--- src/rtl/uart_pkg.sv ---
// Shared types and constants for the UART transmit scheduler.
// Latency: none (definitions only).
// Backpressure: none (definitions only).
package uart_pkg;

    localparam int DBITS_DEFAULT = 8;

    localparam logic [1:0] BAUD_1200 = 2'b00;
    localparam logic [1:0] BAUD_2400 = 2'b01;
    localparam logic [1:0] BAUD_4800 = 2'b10;
    localparam logic [1:0] BAUD_9600 = 2'b11;

    typedef enum logic [2:0] {
        IDLE,
        SETUP,
        START,
        DATA,
        STOP,
        DONE
    } state_t;

endpackage

--- src/rtl/rr_arbiter.sv ---
// Round-robin picker: first set req bit at or above ptr, wrapping to bit 0.
// Latency: combinational.
// Backpressure: grants nothing while enable is low.
module rr_arbiter #(
    parameter int NREQ = 4,
    parameter int IDW  = $clog2(NREQ)
) (
    input  logic [NREQ-1:0] req,
    input  logic [IDW-1:0]  ptr,
    input  logic            enable,
    output logic [NREQ-1:0] grant,
    output logic [IDW-1:0]  idx
);

    logic found;

    always_comb begin
        grant = '0;
        idx   = '0;
        found = 1'b0;
        // Outer loop walks distance from ptr, inner loop keeps req indices constant.
        for (int k = 0; k < NREQ; k++) begin
            for (int i = 0; i < NREQ; i++) begin
                if (enable && !found && req[i] && (i == (int'(ptr) + k) % NREQ)) begin
                    grant[i] = 1'b1;
                    idx      = IDW'(i);
                    found    = 1'b1;
                end
            end
        end
    end

endmodule

--- src/rtl/uart_tx_scheduler.sv ---
// Shares one 8N1 UART line between NREQ requesters, round-robin per frame.
// Latency: tx falls 2 cycles after a req is seen in IDLE; ack 1 cycle after the stop-bit tick.
// Backpressure: req is held until its ack; new requests wait while busy.
module uart_tx_scheduler
    import uart_pkg::*;
#(
    parameter int NREQ  = 4,
    parameter int DBITS = DBITS_DEFAULT
) (
    input  logic                    clk,
    input  logic                    reset,
    input  logic [NREQ-1:0]         req,
    input  logic [DBITS*NREQ-1:0]   data,
    input  logic [2*NREQ-1:0]       rate,
    input  logic                    baud_tick,
    output logic [1:0]              baud_select,
    output logic                    gen_rst_n,
    output logic                    tx,
    output logic                    busy,
    output logic [$clog2(NREQ)-1:0] grant_id,
    output logic [NREQ-1:0]         ack
);

    localparam int IDW = $clog2(NREQ);
    localparam int CW  = (DBITS > 1) ? $clog2(DBITS) : 1;

    state_t            state_q, state_nxt;
    logic [CW-1:0]     bit_q, bit_nxt;
    logic [DBITS-1:0]  dat_q, dat_nxt;
    logic [1:0]        rate_nxt;
    logic [IDW-1:0]    gid_nxt;
    logic [IDW-1:0]    ptr_q, ptr_nxt;
    logic [NREQ-1:0]   arb_gnt;
    logic [IDW-1:0]    arb_idx;
    logic [DBITS-1:0]  sel_dat;
    logic [1:0]        sel_rate;
    logic              tx_nxt, busy_nxt, gen_nxt;
    logic [NREQ-1:0]   ack_nxt;

    rr_arbiter #(.NREQ(NREQ), .IDW(IDW)) u_arb (
        .req    (req),
        .ptr    (ptr_q),
        .enable (state_q == IDLE),
        .grant  (arb_gnt),
        .idx    (arb_idx)
    );

    always_comb begin
        sel_dat  = '0;
        sel_rate = BAUD_1200;
        for (int i = 0; i < NREQ; i++) begin
            if (arb_gnt[i]) begin
                sel_dat  = data[DBITS*i +: DBITS];
                sel_rate = rate[2*i +: 2];
            end
        end
    end

    always_comb begin
        state_nxt = state_q;
        bit_nxt   = bit_q;
        dat_nxt   = dat_q;
        rate_nxt  = baud_select;
        gid_nxt   = grant_id;
        ptr_nxt   = ptr_q;
        case (state_q)
            IDLE: begin
                if (|arb_gnt) begin
                    state_nxt = SETUP;
                    dat_nxt   = sel_dat;
                    rate_nxt  = sel_rate;
                    gid_nxt   = arb_idx;
                end
            end
            SETUP: state_nxt = START;
            START: begin
                if (baud_tick) begin
                    state_nxt = DATA;
                    bit_nxt   = '0;
                end
            end
            DATA: begin
                if (baud_tick) begin
                    if (bit_q == CW'(DBITS - 1)) state_nxt = STOP;
                    else                         bit_nxt   = bit_q + CW'(1);
                end
            end
            STOP: if (baud_tick) state_nxt = DONE;
            DONE: begin
                state_nxt = IDLE;
                ptr_nxt   = (grant_id == IDW'(NREQ - 1)) ? '0 : grant_id + IDW'(1);
            end
            default: state_nxt = IDLE;
        endcase

        // Outputs are decoded from the next state so they land registered with it.
        case (state_nxt)
            START:   tx_nxt = 1'b0;
            DATA:    tx_nxt = dat_nxt[bit_nxt];
            default: tx_nxt = 1'b1;
        endcase
        busy_nxt = (state_nxt != IDLE);
        gen_nxt  = (state_nxt != SETUP);
        for (int i = 0; i < NREQ; i++) begin
            ack_nxt[i] = (state_nxt == DONE) && (gid_nxt == IDW'(i));
        end
    end

    always_ff @(posedge clk or negedge reset) begin
        if (!reset) begin
            state_q     <= IDLE;
            bit_q       <= '0;
            dat_q       <= '0;
            baud_select <= BAUD_1200;
            grant_id    <= '0;
            ptr_q       <= '0;
            tx          <= 1'b1;
            busy        <= 1'b0;
            gen_rst_n   <= 1'b1;
            ack         <= '0;
        end else begin
            state_q     <= state_nxt;
            bit_q       <= bit_nxt;
            dat_q       <= dat_nxt;
            baud_select <= rate_nxt;
            grant_id    <= gid_nxt;
            ptr_q       <= ptr_nxt;
            tx          <= tx_nxt;
            busy        <= busy_nxt;
            gen_rst_n   <= gen_nxt;
            ack         <= ack_nxt;
        end
    end

endmodule

--- config.mk ---
export PLATFORM = sky130hd
export DESIGN_NAME = uart_tx_scheduler
export DESIGN_NICKNAME = d
export VERILOG_FILES = /design/src/rtl/uart_pkg.sv /design/src/rtl/rr_arbiter.sv /design/src/rtl/uart_tx_scheduler.sv
export SDC_FILE = /design/constraint.sdc
export NUM_CORES = 1
export LEC_CHECK = 0
export CAP_MARGIN = 0
export CORE_ASPECT_RATIO = 0.75
export CORE_UTILIZATION = 40
export DETAILED_ROUTE_END_ITERATION = 16
export PLACE_DENSITY = 0.72
export SYNTH_ARGS = -nofsm -noshare
export SYNTH_HDL_FRONTEND = slang
export SYNTH_HIERARCHICAL = 1
export SYNTH_SLANG_ARGS = --single-unit
--- constraint.sdc ---
create_clock -name clk -period 3.5 [get_ports clk]
set_clock_uncertainty 0.15 [all_clocks]
set_input_delay 0.35 -clock clk [delete_from_list [all_inputs] [get_ports clk]]
set_output_delay 0.35 -clock clk [all_outputs]
set_load 0.02 [all_outputs]
# After elaboration in Yosys (flattened, before gate mapping)
# Index checks and enable logic that the tools add are counted.
word_totals:
  in_bits: 47
  mem_bits_rw: 0
  memories: 0
  ff_bits: 27
  out_inout_bits: 11
  elab_cells: 194
  latchBits: 0
  mem_bits_ro: 0
op_classes:
  n_lt_le_gt_ge: 1
  n_reduce_logical: 78
  bitwise_logic: 3
  div: 0
  addsub: 5
  n_eq_ne: 26
  multipliers: 0
  muxes: 71
  shift: 0
op_table:
  columns: ["op", "count"]
  rows:
  - ["logical NOT 32 bit", 4]
  - ["logical AND 1 bit", 51]
  - ["two-way mux 8 bit", 6]
  - ["two-way mux 2 bit", 21]
  - ["two-way mux 1 bit", 32]
  - ["two-way mux 3 bit", 8]
  - ["== test 3 bit (first input constant)", 6]
  - ["logical NOT 1 bit", 15]
  - ["one-hot mux 3 bit (5 select lines)", 1]
  - ["== test 3 x 2 -> 1 bit (second input constant)", 4]
  - ["== test 3 bit (second input constant)", 4]
  - ["== test 2 x 3 -> 1 bit (first input constant)", 3]
  - ["== test 2 bit (second input constant)", 3]
  - ["one-hot mux 3 bit (2 select lines)", 1]
  - ["OR reduction 2 bit", 3]
  - ["adder 2 x 1 -> 2 bit (second input constant)", 2]
  - ["adder 2 bit (second input constant)", 2]
  - ["== test 2 bit (first input constant)", 2]
  - ["less-than comparator 3 x 4 -> 1 bit (second input constant)", 1]
  - ["OR reduction 4 bit", 1]
  - ["adder 3 x 1 -> 3 bit (second input constant)", 1]
  - ["bitwise AND 1 bit (first input constant)", 3]
  - ["binary-select mux 1 bit (select 3 bit)", 1]
  - ["== test 3 x 1 -> 1 bit (second input constant)", 1]
  - ["other kinds (8)", 8]

# Logic depth before layout (Yosys ltp)
depth:
  ltp_word: 85
  ltp_mapped: 15
  mapped_depth_nobuf: 12

# Cells and area by module
# The synthesis kept the hierarchy.
by_module_without_submodules:
  columns: ["module", "n_inst", "cells_each", "seq_area_each_um2", "area_each_um2"]
  rows:
  - ["uart_tx_scheduler", 1, 153, 678.2, 1507.7]
  - ["rr_arbiter", 1, 33, 0.0, 209.0]

# Worst setup path before layout
# No wires, ideal clock.
synth_timing:
  path_kind: "register to register"
  from: "register state_q[0]"
  to: "register tx"
  required_ns: 3.291
  arrival_time_ns: 2.740
  synth_period_minus_slack_ns: 2.949
  path_stages_with_launch: 15
  path_buffers: 2
  slack_ns: 0.551
  path_cell_list: "dfrtp_1 buf_6 or3_4 clkinv_4 nand2_1 or3_1 o31ai_1 nor2b_1 clkbuf_1 a221oi_1 o31ai_1 mux2i_1 a211oi_1 a41o_1 a21bo_1"
synth_via:
  word_cells_on_any_way: 116
  cone_classes: "6 x eq/ne; 46 x mux; 64 x reduce/logical"
synth_lines:
  columns: ["item", "line_no", "source"]
  rows:
  - ["from (decl)", "uart_tx_scheduler.sv:27", "state_t state_q, state_nxt;"]
  - ["from (signal assigned)", "uart_tx_scheduler.sv:122", "state_q <= state_nxt;"]
  - ["logical NOT 3 bit *", "uart_tx_scheduler.sv:43", ".enable (state_q == IDLE),"]
  - ["logical AND 1 bit (2 in series)", "rr_arbiter.sv:24", "if (enable && !found && req[i] && (i == (int'(ptr) + k) % NREQ)) begin"]
  - ["two-way mux 1 bit", "rr_arbiter.sv:24", null]
  - ["logical NOT 1 bit", "rr_arbiter.sv:24", null]
  - ["logical AND 1 bit (3 in series)", "rr_arbiter.sv:24", null]
  - ["two-way mux 1 bit", "rr_arbiter.sv:24", null]
  - ["logical NOT 1 bit", "rr_arbiter.sv:24", null]
  - ["logical AND 1 bit (3 in series)", "rr_arbiter.sv:24", null]
  - ["[... 51 more ...]", null, null]
  - ["via arb_gnt[0]", "uart_tx_scheduler.sv:33", "logic [NREQ-1:0] arb_gnt;"]
  - ["two-way mux 8 bit (4 in series)", "uart_tx_scheduler.sv:52", "if (arb_gnt[i]) begin"]
  - ["two-way mux 8 bit *", "uart_tx_scheduler.sv:68", "if (|arb_gnt) begin"]
  - ["two-way mux 8 bit *", "uart_tx_scheduler.sv:66", "case (state_q)"]
  - ["via dat_nxt[2]", "uart_tx_scheduler.sv:29", "logic [DBITS-1:0] dat_q, dat_nxt;"]
  - ["binary-select mux 1 bit (select 3 bit) *", "uart_tx_scheduler.sv:99", "DATA: tx_nxt = dat_nxt[bit_nxt];"]
  - ["two-way mux 1 bit (implied by the code) *", "uart_tx_scheduler.sv:99", null]
  - ["one-hot mux 1 bit (2 select lines) *", "uart_tx_scheduler.sv:97", "case (state_nxt)"]
  - ["via tx_nxt", "uart_tx_scheduler.sv:37", "logic tx_nxt, busy_nxt, gen_nxt;"]
  - ["to (signal assigned)", "uart_tx_scheduler.sv:128", "tx <= tx_nxt;"]
  - ["to (decl)", "uart_tx_scheduler.sv:18", "output logic tx,"]
# Mark *: on every way through the listed nets, which the timed path passes. The rest lies on a longest branch. The select of a mux whose other input is x is not followed.
# A chain may end at the register's enable or synchronous reset.

# Worst setup path in the final report
layout_timing:
  from: "register state_q[2]"
  to: "register tx"
layout_via:
  word_cells_on_any_way: 116
  cone_classes: "6 x eq/ne; 46 x mux; 64 x reduce/logical"
layout_lines:
  columns: ["item", "line_no"]
  rows:
  - ["logical NOT 3 bit *", "uart_tx_scheduler.sv:43"]
  - ["logical AND 1 bit (2 in series)", "rr_arbiter.sv:24"]
  - ["two-way mux 1 bit", "rr_arbiter.sv:24"]
  - ["logical NOT 1 bit", "rr_arbiter.sv:24"]
  - ["logical AND 1 bit (3 in series)", "rr_arbiter.sv:24"]
  - ["two-way mux 1 bit", "rr_arbiter.sv:24"]
  - ["logical NOT 1 bit", "rr_arbiter.sv:24"]
  - ["logical AND 1 bit (3 in series)", "rr_arbiter.sv:24"]
  - ["[... 56 more ...]", null]
  - ["via arb_gnt[1]", "uart_tx_scheduler.sv:33"]
  - ["two-way mux 8 bit (3 in series)", "uart_tx_scheduler.sv:52"]
  - ["two-way mux 8 bit *", "uart_tx_scheduler.sv:68"]
  - ["two-way mux 8 bit *", "uart_tx_scheduler.sv:66"]
  - ["via dat_nxt[5]", "uart_tx_scheduler.sv:29"]
  - ["binary-select mux 1 bit (select 3 bit) *", "uart_tx_scheduler.sv:99"]
  - ["two-way mux 1 bit (implied by the code) *", "uart_tx_scheduler.sv:99"]
  - ["one-hot mux 1 bit (2 select lines) *", "uart_tx_scheduler.sv:97"]
  - ["via tx_nxt", "uart_tx_scheduler.sv:37"]
# Marks and branches as above.

==> results.sh <==
export IMPL_clock_latency_ns=0.27
export IMPL_core_area_um2=4079
export IMPL_synth_nets=235
export IMPL_outcome="complete, no violations"
export IMPL_critPathBufInv=4
export IMPL_crit_path_frequent_cell="buf_4"
export IMPL_avgSynthCellArea_um2=9.229
export IMPL_mostFrequentLayoutCells="57 x clkdlybuf4s50_1, 25 x dfrtp_1, 17 x nor2_1"
export IMPL_clockRootBuffer="clkbuf_8"
export IMPL_slew_violations=0
export IMPL_dp_cells=295
export IMPL_synth_top_area_frac=0.3644
export IMPL_rsz0062_at_grt="false"
export IMPL_clock_sinks=27
export IMPL_timing_final_crit_share=0.9391
export IMPL_antenna_found_initial=0
export IMPL_tightest_slew_ns=0.8553
export IMPL_crit_path_max_fanout=13
export IMPL_num_antenna_cells=0
export IMPL_gp_congestion=0.8812
export IMPL_die_h_um=58.74
export IMPL_grt_usage=0.2031
export IMPL_r2r_slack_ns=0.21
export IMPL_cts_buffers=3
export IMPL_setup_violations_final=0
export IMPL_hp_class="primary input to async pin"
export IMPL_fin_crit_ns=3.287
export IMPL_wl_per_cell_um=14.48
export IMPL_setup_worst_path_class="flop to flop"
export IMPL_portBuffers=57
export IMPL_ys_warn_count=6
export IMPL_postRouteAntennaNets=0
export IMPL_p_leak_nw=0.9934
export IMPL_r2r_worst_path_cells=14
export IMPL_cts_clk_slew_worst_paths_ns=0.09
export IMPL_drt_initial_drc_count=121
export IMPL_drt_first_pass_iters=5
export IMPL_synth_area_leaders="dfrtp_1 36%, o31ai_1 4.4%, a21oi_1 3.8%"
export IMPL_layout_nets=294
export IMPL_p_per_area_nw_per_um2=392.0
export IMPL_avgViaCountPerCell=5.575
export IMPL_grt_overflow=0
export IMPL_critPathArrivalTime_ns=3.34
export IMPL_fmax_mhz=304.3
export IMPL_cp_top_family="compound AO/OA/AOI/OAI gates"
export IMPL_drive_gt1_frac=0.1311
export IMPL_post_cts_buffers=0
export IMPL_path_cells="or3_4 > clkinv_4 > buf_4 > o211ai_1 > nor2_1 > buf_4 > nor2b_1 > buf_4 > a221oi_1 > o31ai_1 > nor3_1 > nor2_1 > a41o_1 > a21bo_1"
export IMPL_grt_pass1_wl_um=7265
export IMPL_dieArea_um2=4560
export IMPL_clockBufferDepth=2
export IMPL_hold_ws_ns=0.2965
export IMPL_final_hold_violation_count=0
export IMPL_dp_hpwl_um=3395
export IMPL_slowest_delay_ns=0.44
export IMPL_ioPinCount=58
export IMPL_cts_resized_gates=0
export IMPL_syn_cell_area_um2=1717
export IMPL_start_util=0.4209
export IMPL_vias=1667
export IMPL_grt_pass1_vias=1565
export IMPL_synth_seq_cells=27
export IMPL_postPlaceCellArea_um2=2331
export IMPL_final_util=0.5850
export IMPL_row_count=20
export IMPL_wl_um=4330
export IMPL_fin_setup_tns_ns=0
export IMPL_drc=0
export IMPL_ys_seq_area_frac=0.3950
export IMPL_slew_headroom=0.4245
export IMPL_vdd_drop_max_v=0.0001874
export IMPL_ctsHoldBuffers=0
export IMPL_htree_levels=1
export IMPL_synth_cells=186
export IMPL_r2r_end="tx$_DFF_PN1_"
export IMPL_final_common_cell="clkdlybuf4s50_1"
export IMPL_grt_start_max_net_pins=28
export IMPL_async_flop_share=1.000
export IMPL_fin_ws_ns=0.2132
export IMPL_yosys_cell_types_count=52
export IMPL_worst_ep_required_time_ns=3.56
export IMPL_pre_cts_ws_ns=0.1251
export IMPL_slowest_stage="or3_4"
export IMPL_critPathCaptureType="flop"
export IMPL_die_w_um=77.65
export IMPL_cts_tree="done"
export IMPL_synth_edf_count=0
export IMPL_instances_no_fill=299
export IMPL_yosysTopAreaCell="dfrtp_1"
export IMPL_startpoint_type="flop"
export IMPL_power_mw=0.9354
export IMPL_fin_area_um2=2386
export IMPL_synth_main_ff_cell="dfrtp_1"
export IMPL_rr_startpoint="state_q[2]$_DFF_PN0_"
export IMPL_maxCapViolCount=0
export IMPL_syn_to_final_growth_pct=38.99
power breakdown:
part           total, mW  switching [mW]  internal (mW)  leakage [nW]
sequential         0.403          0.0350          0.368         0.338
clock              0.171          0.0917         0.0796        0.0255
combinational      0.361           0.185          0.176         0.630
routing by layer:
| layer | wire length (µm) | up-vias | global-route usage |
|---|---|---|---|
| met5 | 0 | - | 0 |
| met4 | 15 | 0 | 0.02426 |
| met3 | 320 | 2 | 0.06047 |
| met2 | 1955 | 64 | 0.3312 |
| met1 | 2039 | 785 | 0.2766 |
| li1 | - | 816 | - |
worst reg2reg max path, cell delays in order (launching register included):
cell and delay (ns):
dfrtp_1 0.39, or3_4 0.44, clkinv_4 0.08, buf_4 0.15
o211ai_1 0.14, nor2_1 0.24, buf_4 0.24, nor2b_1 0.07
buf_4 0.16, a221oi_1 0.32, o31ai_1 0.17, nor3_1 0.21
nor2_1 0.06, a41o_1 0.23, a21bo_1 0.19
Yosys cell counts, types with 2 or more instances:
library cell and count:
nand3_1 2, buf_6 4, a221oi_1 7, a211oi_1 2, nor2b_1 5, a21oi_1 13, dfstp_2 2, clkbuf_1 6
o22ai_1 8, o21ai_0 10, inv_1 6, dfrtp_1 25, nand3b_1 4, nand4b_1 2, mux2_2 2, nand4_1 4
mux2i_1 4, nand2_1 16, nor3_1 5, o31ai_1 10, nor2_1 17, ha_1 2
cell type report:
| class | count | area, µm² |
|---|---|---|
| inverters | 9 | 38.79 |
| well taps | 55 | 68.82 |
| multi-input cells | 138 | 915.9 |
| fillers | 376 | 1693 |
| flip-flops and latches | 27 | 678.2 |
| repair buffers | 66 | 638.1 |
| clock inverters | 1 | 5.005 |
| clock buffers | 3 | 41.29 |
flip-flops by register name, indices dropped and copies added (netlist names):
register     flops
baud_select      2
bit_q            3
grant_id         2
dat_q            8
tx               1
state_q          3
gen_rst_n        1
busy             1
ptr_q            2
ack              4
logic make-up (layout without fill, tap and decap cells):
kind of cell	after synthesis	count (layout)	share of synthesized area
flops	27	27	0.3950
buf+inv	21	79	0.07652
compound gates	61	61	0.2500
fa+ha+maj	2	2	0.01457
simple gates	69	69	0.2274
mux	6	6	0.03644
worst max-delay path by stage:
stage / start / depth (start not counted) / slack [ns] / endpoint
final: state_q[2]$_DFF_PN0_ / 14 / 0.21 / tx$_DFF_PN1_
after detailed placement: req[0] / 11 / 0.13 / tx$_DFF_PN1_
after global routing: state_q[1]$_DFF_PN0_ / 14 / 0.05 / tx$_DFF_PN1_
after CTS: state_q[2]$_DFF_PN0_ / 12 / 0.19 / tx$_DFF_PN1_
after global placement: req[0] / 11 / 0.24 / tx$_DFF_PN1_
after floorplan: state_q[0]$_DFF_PN0_ / 14 / 0.55 / tx$_DFF_PN1_
(Power assumes the default switching activity.)
